==> src/rtl/spi_pkg.sv <==
// Shared constants and FSM state type for the SPI byte master.
package spi_pkg;

  localparam int SPI_DATA_W      = 8;  // bits per transfer
  localparam int SPI_CLK_DIV_DEF = 4;  // sys_clk cycles per SCLK half-period

  // Transfer sequencing: CS setup, 8 SCLK periods, CS hold, back to idle.
  typedef enum logic [1:0] {
    ST_IDLE  = 2'd0,
    ST_SETUP = 2'd1,
    ST_SHIFT = 2'd2,
    ST_HOLD  = 2'd3
  } spi_state_e;

endpackage

==> src/rtl/spi_clk_div.sv <==
// Half-period divider and SCLK generator. Produces a tick at the end of every
// CLK_DIV-cycle phase, and rise/fall strobes in the cycle before SCLK changes.
module spi_clk_div
  import spi_pkg::*;
#(
  parameter int CLK_DIV = SPI_CLK_DIV_DEF
) (
  input  logic sys_clk,
  input  logic sys_rst_n,
  input  logic en,         // counting enabled (transfer in progress)
  input  logic toggle_en,  // SCLK toggles at the end of the current phase
  output logic tick,       // last cycle of the current phase
  output logic sclk,
  output logic rise,       // SCLK goes high after this cycle
  output logic fall        // SCLK goes low after this cycle
);

  logic [7:0] cnt;

  assign tick = en && (cnt == 8'(CLK_DIV - 1));
  assign rise = tick && toggle_en && !sclk;
  assign fall = tick && toggle_en && sclk;

  // Phase counter: wraps at CLK_DIV-1, held at zero while idle.
  always_ff @(posedge sys_clk or negedge sys_rst_n) begin
    if (!sys_rst_n) begin
      cnt <= 8'd0;
    end else if (!en || tick) begin
      cnt <= 8'd0;
    end else begin
      cnt <= cnt + 8'd1;
    end
  end

  // SCLK register: idle low, toggles at phase boundaries when enabled.
  always_ff @(posedge sys_clk or negedge sys_rst_n) begin
    if (!sys_rst_n) begin
      sclk <= 1'b0;
    end else if (!en) begin
      sclk <= 1'b0;
    end else if (tick && toggle_en) begin
      sclk <= ~sclk;
    end
  end

endmodule

==> src/rtl/spi_byte_master.sv <==
// SPI mode-0 byte master: one byte out on MOSI (MSB first) while one byte is
// captured from MISO. Optional SPI_LOOPBACK_EN samples internal MOSI instead
// of the MISO pin.
//
// Handshake: a byte is taken in the cycle where tx_valid && tx_ready are both
// high; tx_ready is high only while idle, and tx_valid is ignored otherwise.
// The result appears as a single-cycle rx_valid pulse with rx_data, and
// rx_data holds until the next completed transfer.
module spi_byte_master
  import spi_pkg::*;
#(
  parameter int CLK_DIV = SPI_CLK_DIV_DEF,
  parameter int DATA_W  = SPI_DATA_W
) (
  input  logic              sys_clk,
  input  logic              sys_rst_n,
  input  logic [DATA_W-1:0] tx_data,
  input  logic              tx_valid,
  output logic              tx_ready,
  output logic [DATA_W-1:0] rx_data,
  output logic              rx_valid,
  output logic              busy,
  output logic              CS,
  output logic              SCLK,
  output logic              MOSI,
  input  logic              MISO
);

  // SHIFT covers 2*DATA_W half-period phases; the last one is SCLK-low.
  localparam int              PH_W         = $clog2(2 * DATA_W);
  localparam logic [PH_W-1:0] PH_LAST      = PH_W'(2 * DATA_W - 1);
  localparam logic [PH_W-1:0] PH_LAST_FALL = PH_W'(2 * DATA_W - 2);

  spi_state_e        state, state_nxt;
  logic              rdy_en;
  logic [PH_W-1:0]   ph;
  logic [DATA_W-1:0] tx_sh;
  logic [DATA_W-1:0] rx_sh;
  logic              accept;
  logic              div_en, toggle_en;
  logic              tick, rise, fall;
  logic              sample_bit;

`ifdef SPI_LOOPBACK_EN
  logic unused_miso;
  assign unused_miso = MISO;
  assign sample_bit  = tx_sh[DATA_W-1];
`else
  assign sample_bit  = MISO;
`endif

  spi_clk_div #(.CLK_DIV(CLK_DIV)) u_clk_div (
    .sys_clk   (sys_clk),
    .sys_rst_n (sys_rst_n),
    .en        (div_en),
    .toggle_en (toggle_en),
    .tick      (tick),
    .sclk      (SCLK),
    .rise      (rise),
    .fall      (fall)
  );

  assign accept = tx_valid && tx_ready;
  assign MOSI   = busy && tx_sh[DATA_W-1];

  // Next-state and state-decoded outputs.
  always_comb begin
    state_nxt = state;
    tx_ready  = 1'b0;
    busy      = 1'b1;
    CS        = 1'b0;
    div_en    = 1'b1;
    toggle_en = 1'b0;
    case (state)
      ST_IDLE: begin
        tx_ready = rdy_en;
        busy     = 1'b0;
        CS       = 1'b1;
        div_en   = 1'b0;
        if (tx_valid && rdy_en) state_nxt = ST_SETUP;
      end
      ST_SETUP: begin
        toggle_en = 1'b1;
        if (tick) state_nxt = ST_SHIFT;
      end
      ST_SHIFT: begin
        toggle_en = (ph != PH_LAST);
        if (tick && ph == PH_LAST) state_nxt = ST_HOLD;
      end
      ST_HOLD: begin
        if (tick) state_nxt = ST_IDLE;
      end
      default: state_nxt = ST_IDLE;
    endcase
  end

  // State register.
  always_ff @(posedge sys_clk or negedge sys_rst_n) begin
    if (!sys_rst_n) state <= ST_IDLE;
    else            state <= state_nxt;
  end

  // Keeps tx_ready low until the first clock edge after reset release.
  always_ff @(posedge sys_clk or negedge sys_rst_n) begin
    if (!sys_rst_n) rdy_en <= 1'b0;
    else            rdy_en <= 1'b1;
  end

  // Phase index within SHIFT and the two shift registers.
  always_ff @(posedge sys_clk or negedge sys_rst_n) begin
    if (!sys_rst_n) begin
      ph    <= '0;
      tx_sh <= '0;
      rx_sh <= '0;
    end else begin
      if (state == ST_SETUP)               ph <= '0;
      else if (state == ST_SHIFT && tick)  ph <= ph + 1'b1;

      // The final falling edge does not advance MOSI.
      if (accept)                          tx_sh <= tx_data;
      else if (fall && ph != PH_LAST_FALL) tx_sh <= {tx_sh[DATA_W-2:0], 1'b0};

      if (accept)                          rx_sh <= '0;
      else if (rise)                       rx_sh <= {rx_sh[DATA_W-2:0], sample_bit};
    end
  end

  // Result register and completion pulse, issued as CS returns high.
  always_ff @(posedge sys_clk or negedge sys_rst_n) begin
    if (!sys_rst_n) begin
      rx_data  <= '0;
      rx_valid <= 1'b0;
    end else begin
      rx_valid <= 1'b0;
      if (state == ST_HOLD && tick) begin
        rx_data  <= rx_sh;
        rx_valid <= 1'b1;
      end
    end
  end

endmodule

==> config.mk <==
export PLATFORM = sky130hd
export DESIGN_NAME = spi_byte_master
export DESIGN_NICKNAME = d
export VERILOG_FILES = /design/src/rtl/spi_pkg.sv /design/src/rtl/spi_clk_div.sv /design/src/rtl/spi_byte_master.sv
export SDC_FILE = /design/constraint.sdc
export NUM_CORES = 1
export LEC_CHECK = 0
export CAP_MARGIN = 20
export CORE_UTILIZATION = 45
export DETAILED_ROUTE_END_ITERATION = 10
export PLACE_DENSITY_LB_ADDON = 0.25
export SETUP_SLACK_MARGIN = 0.5
export SLEW_MARGIN = 0
export SYNTH_ARGS = -nofsm -noshare
export SYNTH_HDL_FRONTEND = slang
export SYNTH_HIERARCHICAL = 1
export SYNTH_SLANG_ARGS = --single-unit
==> constraint.sdc <==
create_clock -name sys_clk -period 2.27 [get_ports sys_clk]
set_input_delay 0.227 -clock sys_clk [delete_from_list [all_inputs] [get_ports sys_clk]]
set_output_delay 0.227 -clock sys_clk [all_outputs]
set_load 0.02 [all_outputs]
==> results.toml <==
[place]
pre_cts_ws_ns = 0.266
port_buffers = 25
hpwl_um = 2600
gp_congestion = 0.762
place_area_mm2 = 0.00225

[synth]
ys_ff_latch = 41
yosysSeqAreaShare = 0.538
synth_area_per_cell_um2 = 10.4
synthesis.nets = 203
syn_area_mm2 = 0.00191
ys_warn_count = 6
synth_cell_type_count = 29
synthCells = 184

[final_layout]
postLayoutCellArea_mm2 = 0.00249
diodes = 0
final_common_cell = "dfrtp_1"
area_growth_syn_to_layout_pct = 30.7
fillers = 326
regArea_mm2 = 0.00103
drive_gt1_frac = 0.244
fin_nets = 244
multi_input_area_um2 = 913
layout_common_cells = "dfrtp_1, nand2_1, clkdlybuf4s50_1"

[global_routing]
grt_pass1_vias = 1482
grt_pass1_wl_um = 6660
grt_util_all_layers = 0.199
globalRouteOverflowTotal = 0
grt_max_degree = 42
grt_antenna_before_repair = 0

[pwr]
switching_share = 0.213
intPower_mw = 0.968
clock_power_share = 0.367
p_leak_nw = 1.10
power_mw = 1.23
comb_power_share = 0.031
switching_power_mw = 0.263
power.density_mw_per_mm2 = 494
seqPwrFrac = 0.603
peakVddDrop_uv = 400

[worst_setup_path]
reg2reg_depth = 4
reg2reg_from = "state[0]"
arrival_ns = 2.13
reg2reg_slack_ns = 0.31
path_class = "register to register"
startpoint_type = "register"
required_ns = 2.44
end_kind = "register"
cp_max_fo = 4
rr_endpoint = "state[1]"

[die]
placementRows = 23
num_io_pins = 26
core_area_mm2 = 0.00403
die_height_um = 67.1
start_util = 0.473
die_area_mm2 = 0.00450
dieWidth_um = 67.1

[cts]
cts_root_buf = "clkbuf_8"
cts_tree = "done"
cts-htree-levels = 2
clk_pin_slew_worst_paths_ns = 0.08
cts_buffers = 5
cts_buffer_depth = 2
clock_latency_ns = 0.28
clock_sinks = 41
postCtsHoldBufs = 0

[routing]
firstDrtPassIters = 4
drt_iter0_drc = 107
ant_nets = 0
routedWlPerCell_um = 14.3
vias = 1493
avgViaCountPerCell = 5.43
drc_errors = 0
routed_wl_um = 3930

[sta]
finalCritPeriodShare = 0.862
max_freq_ghz = 0.511
hold_viol = 0
max_slew_margin = 0.416
fin_ws_ns = 0.313
fin_crit_ns = 1.96
finalSetupViolCount = 0
tightestPinTransition_ns = 0.877
finalMaxSlewViolations = 0
finClkSkew_ns = 0.00601
grt_setup_unrepaired = "yes"
final.setup.tns_ns = 0

[job]
drv_cap = 0

[run_status]
outcome = "finished clean"

[worst_hold_path]
hp-class = "input pin to async pin"
[cells in the mapped netlist]
library cell	count	area, um^2
o21ai_0	5	25.0
and3_1	2	12.5
clkbuf_1	6	22.5
inv_1	11	41.3
a21bo_2	1	10.0
a222oi_1	1	10.0
a2bb2oi_1	1	8.76
o22ai_1	1	6.26
mux2_1	1	11.3
ha_1	7	87.6
a21oi_1	6	30.0
o211ai_1	6	45.0
nand3_1	11	55.1
nand2_1	22	82.6
xor2_1	2	17.5
mux2_2	8	90.1
xnor2_1	3	26.3
or3_1	5	31.3
nor2b_1	1	6.26
mux2i_1	8	80.1
nor4_2	1	12.5
and2_1	3	18.8
a211o_1	1	8.76
or2_2	1	6.26
nand4_1	9	56.3
nor3b_1	1	7.51
dfrtp_1	41	1030
conb_1	1	3.75
nor2_1	18	67.6
[worst max-delay path by stage]
stage | endpoint | cells after the start | startpoint | slack, ns
after floorplan | state[1] | 7 | u_clk_div/cnt[0] | 0.43
after global placement | state[1] | 6 | u_clk_div/cnt[2] | 0.37
after detailed placement | state[1] | 6 | u_clk_div/cnt[2] | 0.27
after CTS | state[1] | 4 | state[1] | 0.36
after global routing | state[1] | 6 | u_clk_div/cnt[2] | 0.28
final | state[1] | 4 | state[0] | 0.31
[flip-flops by register name (all words and copies together) (netlist names)]
name and cells:
rx_sh 8, rx_data 8, u_clk_div/cnt 8, rdy_en 1, tx_sh 8, state 2
rx_valid 1, u_clk_div/sclk 1, ph 4
[layer usage]
metal	GRT usage	part of all wire	vias to the layer above
li1	-	-	714
met1	0.242	0.44	743
met2	0.348	0.52	34
met3	0.0531	0.036	2
met4	0.0452	0.0028	0
met5	0	0	-
[cells by family after synthesis]
logic type | after synthesis | synth area share
and+or+nand+nor | 74 | 0.187
xor gates and xnor gates | 5 | 0.0230
other | 1 | 0.00197
adders and majority gates | 7 | 0.0459
DFF | 41 | 0.538
muxes | 17 | 0.0951
buffers and inverters | 17 | 0.0335
AOI/OAI and AO/OA | 22 | 0.0755
[per-stage QoR]
step,instances,util,hold slack [ns]
finish,275,0.619,0.0580
global route,275,0.619,0.138
CTS,271,0.607,0.101
detailed placement,256,0.558,0.413
global placement,256,0.558,0.396
floorplan,184,-,-0.0686
[area by class of cell]
type                    count  area share
clock buffers               6      0.0291
clock inverters             1     0.00351
inverters                  11      0.0196
multi-input cells         126       0.366
flip-flops and latches     41       0.413
well taps                  50      0.0251
repair buffers             40       0.143
[worst max-delay path, cell delays in order, from the launching register on]
cell and delay (ns):
dfrtp_2 0.46, ha_2 0.21, or3_4 0.39, a222oi_1 0.43
mux2_1 0.36
[what timing repair did]
item	CTS	global route
resized for setup	18	8
endpoints found under the setup margin	31	28
buffers inserted	8	4
pin swaps	6	9
hold endpoints to repair	0	0
[power groups by stage]
| stage | registers, mW | logic (mW) | clock network (mW) |
|---|---|---|---|
| CTS | 0.741 | 0.0401 | 0.472 |
| floorplan | 0.754 | 0.00552 | 0 |
| detailed placement | 0.756 | 0.0398 | 0 |
| global route | 0.742 | 0.0440 | 0.495 |
| finish | 0.741 | 0.0380 | 0.451 |
| global placement | 0.755 | 0.0389 | 0 |
No activity file was read; power rests on OpenSTA's default activity.
